<file path="src/rtl/dcache_pkg.sv">
// Shared definitions for the MEM-stage data cache: access codes, FSM states, block width.
package dcache_pkg;

  localparam int BLOCK_W = 128;

  localparam logic [2:0] LD_NONE = 3'd0;
  localparam logic [2:0] LD_LB   = 3'd1;
  localparam logic [2:0] LD_LH   = 3'd2;
  localparam logic [2:0] LD_LW   = 3'd3;
  localparam logic [2:0] LD_LBU  = 3'd4;
  localparam logic [2:0] LD_LHU  = 3'd5;

  localparam logic [2:0] ST_NONE = 3'd0;
  localparam logic [2:0] ST_SB   = 3'd1;
  localparam logic [2:0] ST_SH   = 3'd2;
  localparam logic [2:0] ST_SW   = 3'd3;

  typedef enum logic [1:0] {IDLE, WRITE_BACK, ALLOCATE, UPDATE} state_e;

  function automatic logic ld_legal(input logic [2:0] code);
    return (code != LD_NONE) && (code <= LD_LHU);
  endfunction

  function automatic logic st_legal(input logic [2:0] code);
    return (code != ST_NONE) && (code <= ST_SW);
  endfunction

endpackage

</file>
<file path="src/rtl/dcache_lane_select.sv">
// Word/half/byte extraction with load extension, and the store merge of new data
// into the addressed word of a cache line.
module dcache_lane_select
  import dcache_pkg::*;
(
  input  logic [BLOCK_W-1:0] line_i,
  input  logic [1:0]         word_i,
  input  logic [1:0]         byte_i,
  input  logic [2:0]         ld_code_i,
  input  logic [2:0]         st_code_i,
  input  logic [31:0]        st_data_i,
  output logic [31:0]        ld_data_o,
  output logic [31:0]        st_word_o
);

  logic [31:0] word;
  logic [7:0]  byte_v;
  logic [15:0] half_v;
  logic [31:0] st_mask;
  logic [31:0] st_rep;

  always_comb begin
    word   = line_i[{word_i, 5'd0} +: 32];
    byte_v = word[{byte_i, 3'd0} +: 8];
    // Halfword alignment uses ADDRESS[1] only; ADDRESS[0] is ignored.
    half_v = byte_i[1] ? word[31:16] : word[15:0];

    ld_data_o = '0;
    case (ld_code_i)
      LD_LB:   ld_data_o = {{24{byte_v[7]}}, byte_v};
      LD_LH:   ld_data_o = {{16{half_v[15]}}, half_v};
      LD_LW:   ld_data_o = word;
      LD_LBU:  ld_data_o = {24'd0, byte_v};
      LD_LHU:  ld_data_o = {16'd0, half_v};
      default: ld_data_o = '0;
    endcase

    st_mask = '0;
    st_rep  = '0;
    case (st_code_i)
      ST_SB: begin
        st_mask = 32'h0000_00FF << {byte_i, 3'd0};
        st_rep  = {4{st_data_i[7:0]}};
      end
      ST_SH: begin
        st_mask = byte_i[1] ? 32'hFFFF_0000 : 32'h0000_FFFF;
        st_rep  = {2{st_data_i[15:0]}};
      end
      ST_SW: begin
        st_mask = 32'hFFFF_FFFF;
        st_rep  = st_data_i;
      end
      default: begin
        st_mask = '0;
        st_rep  = '0;
      end
    endcase
    st_word_o = (word & ~st_mask) | (st_rep & st_mask);
  end

endmodule

</file>
<file path="src/rtl/data_cache.sv">
// Direct-mapped write-back/write-allocate data cache for the MEM stage.
// Define DCACHE_STATS_EN to add saturating HIT_COUNT/MISS_COUNT outputs.
module data_cache
  import dcache_pkg::*;
#(
  parameter int NUM_SETS = 8
) (
  input  logic               CLK,
  input  logic               RESET,
  input  logic [2:0]         MEM_READ,
  input  logic [2:0]         MEM_WRITE,
  input  logic [31:0]        ADDRESS,
  input  logic [31:0]        WRITE_DATA,
  output logic [31:0]        READ_DATA,
  output logic               BUSY_WAIT,
  output logic               MEM_READ_REQ,
  output logic               MEM_WRITE_REQ,
  output logic [27:0]        MEM_ADDRESS,
  output logic [BLOCK_W-1:0] MEM_WRITE_DATA,
  input  logic [BLOCK_W-1:0] MEM_READ_DATA,
  input  logic               MEM_ACK
`ifdef DCACHE_STATS_EN
  ,
  output logic [31:0]        HIT_COUNT,
  output logic [31:0]        MISS_COUNT
`endif
);

  localparam int INDEX_W = $clog2(NUM_SETS);
  localparam int TAG_W   = 28 - INDEX_W;

  logic [INDEX_W-1:0] idx;
  logic [TAG_W-1:0]   tag;
  logic [1:0]         word_sel;
  logic [1:0]         byte_sel;

  state_e                    state_q, state_d;
  logic [NUM_SETS-1:0]       valid_q, valid_d;
  logic [NUM_SETS-1:0]       dirty_q, dirty_d;
  logic [TAG_W-1:0]          tag_q  [NUM_SETS];
  logic [TAG_W-1:0]          tag_d  [NUM_SETS];
  logic [BLOCK_W-1:0]        data_q [NUM_SETS];
  logic [BLOCK_W-1:0]        data_d [NUM_SETS];

  logic        ld_ok, st_ok, access, rd_active, hit;
  logic [31:0] ld_data, st_word;

  assign idx      = ADDRESS[4 +: INDEX_W];
  assign tag      = ADDRESS[31 -: TAG_W];
  assign word_sel = ADDRESS[3:2];
  assign byte_sel = ADDRESS[1:0];

  // A store and a load in the same cycle: the store wins and the load is dropped.
  assign ld_ok     = ld_legal(MEM_READ);
  assign st_ok     = st_legal(MEM_WRITE);
  assign access    = ld_ok | st_ok;
  assign rd_active = ld_ok & ~st_ok;
  assign hit       = valid_q[idx] && (tag_q[idx] == tag);

  dcache_lane_select u_lane (
    .line_i    (data_q[idx]),
    .word_i    (word_sel),
    .byte_i    (byte_sel),
    .ld_code_i (rd_active ? MEM_READ : LD_NONE),
    .st_code_i (st_ok ? MEM_WRITE : ST_NONE),
    .st_data_i (WRITE_DATA),
    .ld_data_o (ld_data),
    .st_word_o (st_word)
  );

  always_comb begin
    state_d = state_q;
    valid_d = valid_q;
    dirty_d = dirty_q;
    tag_d   = tag_q;
    data_d  = data_q;
    case (state_q)
      IDLE: begin
        if (access) begin
          if (hit) begin
            if (st_ok) begin
              data_d[idx][{word_sel, 5'd0} +: 32] = st_word;
              dirty_d[idx] = 1'b1;
            end
          end else begin
            state_d = (valid_q[idx] && dirty_q[idx]) ? WRITE_BACK : ALLOCATE;
          end
        end
      end
      WRITE_BACK: if (MEM_ACK) state_d = ALLOCATE;
      ALLOCATE: begin
        if (MEM_ACK) begin
          data_d[idx]  = MEM_READ_DATA;
          tag_d[idx]   = tag;
          valid_d[idx] = 1'b1;
          dirty_d[idx] = 1'b0;
          state_d      = UPDATE;
        end
      end
      UPDATE:  state_d = IDLE;
      default: state_d = IDLE;
    endcase
  end

  always_ff @(posedge CLK) begin
    if (RESET) begin
      state_q <= IDLE;
      valid_q <= '0;
      dirty_q <= '0;
    end else begin
      state_q <= state_d;
      valid_q <= valid_d;
      dirty_q <= dirty_d;
    end
  end

  // Line storage needs no reset: valid bits guard it.
  always_ff @(posedge CLK) begin
    tag_q  <= tag_d;
    data_q <= data_d;
  end

  // Memory-side outputs decode straight from state, so they drop the edge after ACK or RESET.
  always_comb begin
    MEM_READ_REQ   = (state_q == ALLOCATE);
    MEM_WRITE_REQ  = (state_q == WRITE_BACK);
    MEM_ADDRESS    = '0;
    MEM_WRITE_DATA = '0;
    if (state_q == WRITE_BACK) begin
      MEM_ADDRESS    = {tag_q[idx], idx};
      MEM_WRITE_DATA = data_q[idx];
    end else if (state_q == ALLOCATE) begin
      MEM_ADDRESS = ADDRESS[31:4];
    end
  end

  assign BUSY_WAIT = ~RESET && ((state_q != IDLE) || (access && ~hit));
  assign READ_DATA = (~RESET && rd_active && hit) ? ld_data : 32'd0;

`ifdef DCACHE_STATS_EN
  logic [31:0] hit_cnt_q, hit_cnt_d;
  logic [31:0] miss_cnt_q, miss_cnt_d;
  logic        refill_done_q, refill_done_d;

  // The hit that follows a refill belongs to an already-counted miss.
  always_comb begin
    hit_cnt_d     = hit_cnt_q;
    miss_cnt_d    = miss_cnt_q;
    refill_done_d = (state_q == UPDATE);
    if (state_q == IDLE && access) begin
      if (hit && !refill_done_q && hit_cnt_q != 32'hFFFF_FFFF)
        hit_cnt_d = hit_cnt_q + 32'd1;
      if (!hit && miss_cnt_q != 32'hFFFF_FFFF)
        miss_cnt_d = miss_cnt_q + 32'd1;
    end
  end

  always_ff @(posedge CLK) begin
    if (RESET) begin
      hit_cnt_q     <= '0;
      miss_cnt_q    <= '0;
      refill_done_q <= 1'b0;
    end else begin
      hit_cnt_q     <= hit_cnt_d;
      miss_cnt_q    <= miss_cnt_d;
      refill_done_q <= refill_done_d;
    end
  end

  assign HIT_COUNT  = hit_cnt_q;
  assign MISS_COUNT = miss_cnt_q;
`endif

endmodule
</file>
<file path="config.mk">
export PLATFORM = sky130hd
export DESIGN_NAME = data_cache
export DESIGN_NICKNAME = d
export VERILOG_FILES = /design/src/rtl/dcache_pkg.sv /design/src/rtl/dcache_lane_select.sv /design/src/rtl/data_cache.sv
export SDC_FILE = /design/constraint.sdc
export NUM_CORES = 2
export LEC_CHECK = 0
export CAP_MARGIN = 20
export CELL_PAD_IN_SITES_DETAIL_PLACEMENT = 0
export CELL_PAD_IN_SITES_GLOBAL_PLACEMENT = 1
export CORE_UTILIZATION = 25
export DETAILED_ROUTE_END_ITERATION = 10
export PLACE_DENSITY = 0.5
export SYNTH_ARGS = -nofsm -noshare
export SYNTH_HDL_FRONTEND = slang
export SYNTH_SLANG_ARGS = --single-unit
</file>
<file path="constraint.sdc">
create_clock -name CLK -period 4.87 [get_ports CLK]
set_clock_uncertainty 0.2 [all_clocks]
set_input_delay 0.7305 -clock CLK [delete_from_list [all_inputs] [get_ports CLK]]
set_output_delay 0.7305 -clock CLK [all_outputs]
set_load 0.1 [all_outputs]
</file>
==> results.tsv <==
metric	value	unit
cell taking the most area after synthesis	edfxtp_1	
count of final hold-check violations	0	
later-pin clock latency in the skew report	800	ps
Tightest Pin Transition	1100	ps
first-pass GRT wire length	377000	µm
power share of the combinational group	30.1	%
pre-CTS WS	-221	ps
Final #Nets	5514	
PwrDens	413	mW/mm²
Synth Instances	4329	
Synth cell types	81	
antenna violations before repair	34	
Seq/Total Area, Yosys	65.3	%
Multi-input gate area	0.0191	mm²
Leakage Power	26.5	nW
met3 WL	18600	µm
routed len/inst	33.6	µm
kind of critical path	primary input to primary output	
largest net degree at the start of global routing	97	
top layer in use	met5	
Slowest-stage cell, CP	a21oi_1	
Die Wd	479	µm
Tcrit/Tclk final	101	%
Seq cells post-synth	1242	
area grow syn2layout	37.4	%
via/cell ratio	5.15	
failing checks	negative setup slack	
Die Ht	479	µm
Synth warnings	0	
Site Rows	174	
most used cell, CP	buf_4	
antenna-violating nets left	0	
Die Footprint	0.229	mm²
DRC viols	0	
clk slew on worst S/H paths	60	ps
worst-path maximum fanout	18	
final worst slack	-63.9	ps
drt first pass iters	6	
GP Congestion	0.942	
H-tree depth	4	
Hold/Removal Path Class	flip-flop to flip-flop	
register area	0.0371	mm²
Total Routing Usage GR	24.1	%
Worst Path Arrival	4000	ps
wire length on met2	132000	µm
CP required	3940	ps
Most used DFF post-synth	edfxtp_1	
fin. max-slew vios	0	
CP startpoint kind	primary input	
gr ovfl total	0	
Top delay family on crit path	compound AO/OA/AOI/OAI gates	
I/O Buffers	391	
Setup Viol. Count Final	2	
Max Root-Sink Buffers	3	
Initial Utilization	25.2	%
syn_nets	4539	
total power	32.2	mW
largest cells by area after synthesis	edfxtp_1 65%, nor2_1 7.8%, mux4_2 4.6%	
via count	43300	
Peak Freq	0.203	GHz
CTS tree	built	
share of Yosys cell area claimed by the top area cell type	64.7	%
clock sinks	1242	
CP cell instances	buf_8, buf_12, buf_4, nor2_4, buf_12, buf_4, buf_4, a221o_1, a21oi_1, mux4_2, o22ai_1, a221oi_2, buf_4, nor2_4, buf_12	
asr flop ratio synth	0	%
IO Pins	392	
total CTS buffers	143	
sw frac	34.8	%
Switch Pwr	11.2	mW
WL met1	115000	µm
Max Cap Violations	0	
peak supply drop	358	µV
Worst setup EP type	primary output	
Synth Cell Area	0.0568	mm²
filler cell count in the final layout	22100	
min cycle time layout	4930	ps
crit-path max cell delay	620	ps
Hold Buf Count CTS	0	
Slew HR	25.7	%
HPWL Detailed	199000	µm
Clk pwr share	32.2	%
Internal	21.0	mW
DR iter-0 viols	5081	
root buffer cell	clkbuf_16	
buffers and inverters on the worst path	8	
status	complete, but fails checks	
ratio of cells with drive above 1 in the final layout	30.1	%
WL final	283000	µm
Mapped Avg Cell Area	13.1	µm²
core region area	0.225	mm²
Post-synth EDFFs	1224	
sequential power share	37.8	%
vias in the first global route	42300	
synth_stat cells (14+ instances only):
library cell and number:
o22a_1 21, a21oi_1 71, nor2b_1 20, mux4_2 115
clkbuf_1 226, a21o_1 18, mux2_2 124, inv_1 25
a22oi_1 198, and2_1 91, o21a_1 17, o21ai_0 106
buf_1 35, nand2_1 112, a221oi_1 131, a22o_1 21
edfxtp_1 1224, nor3_1 17, dfxtp_1 18, a222oi_1 23
o2bb2ai_1 16, mux2i_1 149, nor2_1 1180, buf_4 14
nand3_1 28, o22ai_1 55, buf_2 60
logic make-up (layout without fill, tap and decap cells):
kind of cell	after synthesis	after routing	share of synthesized area (%)
AO/OA/AOI/OAI	771	771	10.2
flip-flops	1242	1242	65.3
adder cells (fa/ha/maj)	9	9	0.198
multiplexers	395	395	9.94
XOR/XNOR	13	13	0.200
other	0	10	0
buffers and inverters	384	1466	3.10
AND/OR/NAND/NOR	1515	1515	11.1
tightest hold or removal path: cells and delay by family (launching register included):
family,cells,cell delay [ps]
DFF,1,300
AOI/OAI and AO/OA,1,60
buffers and inverters,1,70
placed cells by master, fill, tap and decap left out, types with 12 or more instances in the layout:
master           instances
a21o_1                  18
a21oi_1                 39
a21oi_4                 29
a221o_1                 12
a221oi_1               123
a221oi_2                14
a222oi_1                23
a22o_1                  20
a22oi_1                194
a31oi_1                 12
and2_1                  89
buf_12                 321
buf_4                  648
clkbuf_1                28
clkbuf_16              146
clkdlybuf4s50_1        198
clkinv_1                34
clkinv_2                22
dfxtp_1                 18
edfxtp_1              1224
inv_1                   22
mux2_2                 124
mux2i_1                137
mux4_2                 115
nand2_1                104
nand3_1                 27
nor2_1                1135
nor2_4                  45
nor2b_1                 14
nor3_1                  14
o21a_1                  17
o21ai_0                 93
o22a_1                  17
o22ai_1                 44
o22ai_2                 13
o2bb2ai_1               16
flip-flops by register name (all words and copies together) (netlist names), named ones only:
name     cells
data_q    1024
state_q      2
tag_q      200
valid_q      8
routing by layer:
layer | track usage (%) | vias up
met5 | 0 | -
met4 | 12.6 | 10
li1 | - | 18300
met2 | 38.8 | 1921
met3 | 3.76 | 402
met1 | 31.2 | 22600
metrics by stage:
step                cell area [µm²]  setup TNS [ps]  std cells  util [%]  hold WS (ps)
CTS                           77500               0       8375      34.4           277
global placement              73000          -10120       8117      32.4           249
global route                  78000           -5.61       8408      34.6           297
floorplan                     57200         -364760       4329         -           235
detailed placement            73000          -12420       8117      32.4           263
finish                        78000           -79.2       8413      34.6           277
power by group through the flow:
stage          combinational, mW  sequential [mW]  clock, mW
2_1_floorplan               4.61             12.4          0
6_report                    9.69             12.2       10.4
3_5_place_dp                9.59             12.4          0
5_1_grt                     9.95             12.2       10.9
3_3_place_gp                9.57             12.4          0
4_1_cts                     9.62             12.2       10.6
what timing repair did:
item / in CTS / in global routing
setup endpoints to repair: 32 / 32
pin swaps: 5 / 8
buffers inserted: 6 / 26
gates cloned: 0 / 3
gates resized for setup: 26 / 49
path summary, 6_finish.rpt:
path	start	end	slack [ps]	depth (start not counted)
max	ADDRESS[4]	READ_DATA[3]	-60	15
min	flip-flop	flip-flop	280	2
max reg2reg	tag_q[119]	data_q[148]	960	13
min reg2reg	flip-flop	flip-flop	280	2
area by class of cell:
| cell class | instances | share of cell area, % |
|---|---|---|
| well taps | 2992 | 4.80 |
| inverters | 28 | 0.147 |
| diodes | 10 | 0.0321 |
| clock buffers | 172 | 4.74 |
| repair buffers | 1186 | 17.4 |
| clock inverters | 80 | 0.862 |
| flip-flops and latches | 1242 | 47.6 |
| multi-input cells | 2703 | 24.5 |
Note: power is estimated with default switching activity, not from simulation.
